`src/rtl/rom_read_arbiter.sv`:
```
// Round-robin read arbiter sharing one rom among N_REQ requesters; done pulses 2 cycles after req, one read per 3 cycles.
// Define ROM_ARB_FIXED_PRIO_EN for fixed priority (lowest index wins, rr pointer held at 0); requesters wait on req level.
module rom_read_arbiter #(
   parameter int N_REQ = 4,
   parameter int AW    = 2,
   parameter int DW    = 8
) (
   input  logic               i_clk,
   input  logic               i_rst,
   input  logic [N_REQ-1:0]   i_req,
   input  logic [N_REQ*AW-1:0] i_req_addr,
   output logic [N_REQ-1:0]   o_gnt,
   output logic [N_REQ-1:0]   o_done,
   output logic [DW-1:0]      o_rd_data,
   output logic [AW-1:0]      o_rom_address,
   output logic               o_rom_sel,
   input  logic [DW-1:0]      i_rom_data
);

   localparam int IW  = (N_REQ > 1) ? $clog2(N_REQ) : 1;
   localparam int IW1 = IW + 1;

   typedef enum logic [1:0] {S_IDLE, S_READ, S_DONE} state_t;

   state_t          r_state;
   logic [IW-1:0]   r_id;
   logic [IW-1:0]   r_rr_ptr;

   logic [IW1-1:0]  w_idx;
   logic            w_win_vld;
   logic [IW-1:0]   w_win_id;
   logic [AW-1:0]   w_win_addr;

   // Scan downward so the last hit, i.e. the one closest to the pointer, wins.
   always_comb begin
      w_win_vld = 1'b0;
      w_win_id  = '0;
      w_idx     = '0;
      for (int k = N_REQ - 1; k >= 0; k--) begin
         w_idx = IW1'(r_rr_ptr) + IW1'(k);
         if (w_idx >= IW1'(N_REQ))
            w_idx = w_idx - IW1'(N_REQ);
         if (i_req[w_idx[IW-1:0]]) begin
            w_win_vld = 1'b1;
            w_win_id  = w_idx[IW-1:0];
         end
      end
   end

   assign w_win_addr = i_req_addr[int'(w_win_id)*AW +: AW];

   always_ff @(posedge i_clk) begin
      if (i_rst) begin
         r_state       <= S_IDLE;
         r_id          <= '0;
         r_rr_ptr      <= '0;
         o_gnt         <= '0;
         o_done        <= '0;
         o_rd_data     <= '0;
         o_rom_address <= '0;
         o_rom_sel     <= 1'b0;
      end else begin
         case (r_state)
            S_IDLE: begin
               if (w_win_vld) begin
                  r_id          <= w_win_id;
                  o_rom_address <= w_win_addr;
                  o_rom_sel     <= 1'b1;
                  o_gnt         <= N_REQ'(1) << w_win_id;
                  r_state       <= S_READ;
               end
            end
            S_READ: begin
               o_rd_data <= i_rom_data;
               o_rom_sel <= 1'b0;
               o_done    <= N_REQ'(1) << r_id;
               r_state   <= S_DONE;
            end
            S_DONE: begin
               o_done  <= '0;
               o_gnt   <= '0;
`ifndef ROM_ARB_FIXED_PRIO_EN
               r_rr_ptr <= (r_id == IW'(N_REQ - 1)) ? '0 : r_id + 1'b1;
`endif
               r_state <= S_IDLE;
            end
            default: r_state <= S_IDLE;
         endcase
      end
   end

endmodule
```
`config.mk`:
```
export PLATFORM = sky130hd
export DESIGN_NAME = rom_read_arbiter
export DESIGN_NICKNAME = d
export VERILOG_FILES = /design/src/rtl/rom_read_arbiter.sv
export SDC_FILE = /design/constraint.sdc
export NUM_CORES = 1
export LEC_CHECK = 0
export CAP_MARGIN = 20
export CORE_MARGIN = 2
export CORE_UTILIZATION = 40
export CTS_CLUSTER_DIAMETER = 100
export DETAILED_ROUTE_END_ITERATION = 16
export PLACE_DENSITY = 0.79
export SLEW_MARGIN = 25
export SYNTH_ARGS = -nofsm -noshare
export SYNTH_HDL_FRONTEND = slang
export SYNTH_SLANG_ARGS = --single-unit
```
`constraint.sdc`:
```
create_clock -name i_clk -period 1.54 [get_ports i_clk]
set_input_delay 0.154 -clock i_clk [delete_from_list [all_inputs] [get_ports i_clk]]
set_output_delay 0.154 -clock i_clk [all_outputs]
set_load 0.05 [all_outputs]
```
==> impl_metrics.env <==
export IMPL_synth_xor_area_share=0
export IMPL_worstHoldPathType="primary input to flip-flop"
export IMPL_syn_num_nets=159
export IMPL_root_buffer="clkbuf_4"
export IMPL_cts_tree="built"
export IMPL_cap_violations=0
export IMPL_path_max_fanout=3
export IMPL_end_kind="flip-flop"
export IMPL_clk_pin_slew_worst_paths_ns=0.15
export IMPL_fillCellCount=241
export IMPL_dpl_instance_area_um2=1672
export IMPL_critPathArrivalTime_ns=1.77
export IMPL_fin_setup_tns_ns=0
export IMPL_core_area_um2=2805
export IMPL_area_growth_pct=47.36
export IMPL_drc=3
export IMPL_gp_congestion=0.8898
export IMPL_cts_buffer_depth=2
export IMPL_p_int_mw=1.066
export IMPL_fmax_ghz=0.6642
export IMPL_fin_nets=214
export IMPL_dieHeight_um=58.94
export IMPL_synth_compound_area_share=0.1202
export IMPL_synth_seq_cells=25
export IMPL_final_cell_mix="buf_4 (35), nor2_1 (23), dfxtp_1 (21)"
export IMPL_grt_remaining_overflow=0
export IMPL_fin_crit_sh=0.9777
export IMPL_fin_skew_ns=0.01053
export IMPL_slew_violations=0
export IMPL_cts_sinks=25
export IMPL_track_usage=0.1802
export IMPL_grt_pass1_wl_um=4774
export IMPL_cts_max_level=1
export IMPL_antenna_cells=0
export IMPL_first_iter_violations=23
export IMPL_drive_above_1_share=0.3224
export IMPL_synth_cells=129
export IMPL_totalWireLength_um=2995
export IMPL_power_density_nw_per_um2=926.5
export IMPL_design_die_area_um2=3474
export IMPL_rsz0062_at_grt="yes"
export IMPL_p_leak_nw=0.7890
export IMPL_dp_hpwl_um=2252
export IMPL_synth_top_family_by_area="simple AND/OR/NAND/NOR gates"
export IMPL_cp_start_kind="flip-flop"
export IMPL_synthSimpleGateAreaFrac=0.2031
export IMPL_final_area_um2=1779
export IMPL_viasPerCell=5.164
export IMPL_yosys_warnings=0
export IMPL_mostFrequentLayoutCell="buf_4"
export IMPL_dr_pass1_iters=10
export IMPL_multi_input_area_um2=696.9
export IMPL_yosysUniqueCellTypes=27
export IMPL_synthMuxAreaShare=0.1337
export IMPL_required_ns=1.80
export IMPL_antenna_found_initial=0
export IMPL_numPortBuffers=40
export IMPL_ir_drop_mv=0.6311
export IMPL_combPwrFrac=0.365
export IMPL_sequentialPowerShare=0.446
export IMPL_p_sw_mw=0.5821
export IMPL_switching_share=0.3531
export IMPL_initial_core_util=0.4304
export IMPL_detail_route_antenna_nets=0
export IMPL_setup_viol=0
export IMPL_grt_pass1_vias=1125
export IMPL_wire_per_inst_um=14.00
export IMPL_synth_seq_area_share=0.4145
export IMPL_rows=19
export IMPL_numCtsBuffers=3
export IMPL_io_pins=41
export IMPL_vias=1105
export IMPL_regArea_um2=505.5
export IMPL_synth_fa_ha_area_frac=0.08290
export IMPL_netlist_area_um2=1207
export IMPL_finalCriticalPeriod_ns=1.506
export IMPL_violations="design-rule violations"
export IMPL_clkPwrFrac=0.189
export IMPL_tightest_slew_ns=0.5191
export IMPL_crit_type="flip-flop to flip-flop"
export IMPL_die_width_um=58.94
export IMPL_synth_area_per_cell_um2=9.360
export IMPL_postCtsHoldBufs=0
export IMPL_clock_latency_ns=0.33
export IMPL_whs_ns=0.4160
export IMPL_status="complete, but fails checks"
export IMPL_grt_max_degree=16
export IMPL_relSlewSlack=0.6539
export IMPL_hold_viol=0
==> sequential cells by signal, indices dropped and copies added (netlist names) <==
signal and flops:
o_gnt 4, o_rom_address 2, r_state 2, o_done 4, o_rd_data 8, r_rr_ptr 2, r_id 2, o_rom_sel 1
==> repair_timing <==
action | 4_1_cts | 5_1_grt
endpoints found under the setup margin | 4 | 8
resized for setup | 3 | 14
buffers inserted | 2 | 1
pin swaps | 1 | 1
endpoints found under the hold margin | 0 | 0
==> cells in the mapped netlist, drive strengths merged <==
library cell,number,share of area
or3,3,0.024
nor3,1,0.0041
a211o,1,0.0073
nor3b,1,0.0062
inv,8,0.025
a31oi,1,0.0052
nor2,23,0.072
o22ai,1,0.0052
o221ai,2,0.025
ha,8,0.083
mux2,1,0.0093
a21oi,10,0.045
mux2i,15,0.12
nand3,2,0.0083
o21ai,1,0.0041
nand3b,2,0.012
nor4,2,0.021
nand2b,3,0.016
a32oi,2,0.015
dfxtp,25,0.41
nor2b,6,0.031
clkbuf,4,0.012
a22o,2,0.015
buf,2,0.0083
nand2,3,0.0093
==> worst max-delay path: stages (launching register included) <==
cell      delay (ns)
dfxtp_2         0.37
a21oi_2         0.13
nor3b_2         0.06
or3_4           0.39
or3_4           0.35
o221ai_2        0.15
==> final cells by class <==
class                      count  area share
multi-input combinational     90      0.3917
sequential                    25      0.2841
timing repair buffer          56      0.2686
tap                           31     0.02180
inverter                       8     0.01688
clock buffer                   3     0.01266
clock inverter                 1    0.004219
==> kinds of logic after synthesis <==
group / count (synthesis)
muxes: 16
and+or+nand+nor: 46
DFF: 25
adders and majority gates: 8
buffers and inverters: 14
AOI/OAI and AO/OA: 20
==> metrics by stage <==
step	power (mW)	instances	utilization	setup slack, ns
2_1_floorplan	1.098	129	-	0.06949
3_3_place_gp	1.290	207	0.5959	-0.3035
3_5_place_dp	1.309	207	0.5959	-0.3717
4_1_cts	1.629	213	0.6133	0.02393
5_1_grt	1.738	214	0.6343	-0.01488
6_report	1.649	214	0.6343	0.03438
==> final timing paths <==
check / slack (ns) / endpoint / cells after the start / from
min: 0.42 / o_rd_data[3] / 3 / i_rom_data[3]
max: 0.03 / o_rom_address[0] / 5 / r_rr_ptr[1]
max reg2reg: 0.03 / o_rom_address[0] / 5 / r_rr_ptr[1]
min reg2reg: 0.50 / o_gnt[3] / 1 / o_gnt[3]
==> routing by layer <==
metal	part of all wire	global-route usage
met2	0.53	0.3476
met5	0	0
met4	0.0047	0.02922
met3	0.054	0.04615
met1	0.42	0.1984
==> power by group through the flow <==
| stage | Combinational (mW) | Sequential (mW) | Clock, mW |
|---|---|---|---|
| finish | 0.602 | 0.735 | 0.312 |
| global route | 0.643 | 0.742 | 0.353 |
| CTS | 0.576 | 0.734 | 0.319 |
| detailed placement | 0.561 | 0.747 | 0 |
| global placement | 0.546 | 0.744 | 0 |
| floorplan | 0.216 | 0.882 | 0 |
Power figures use the tool's default switching activity.
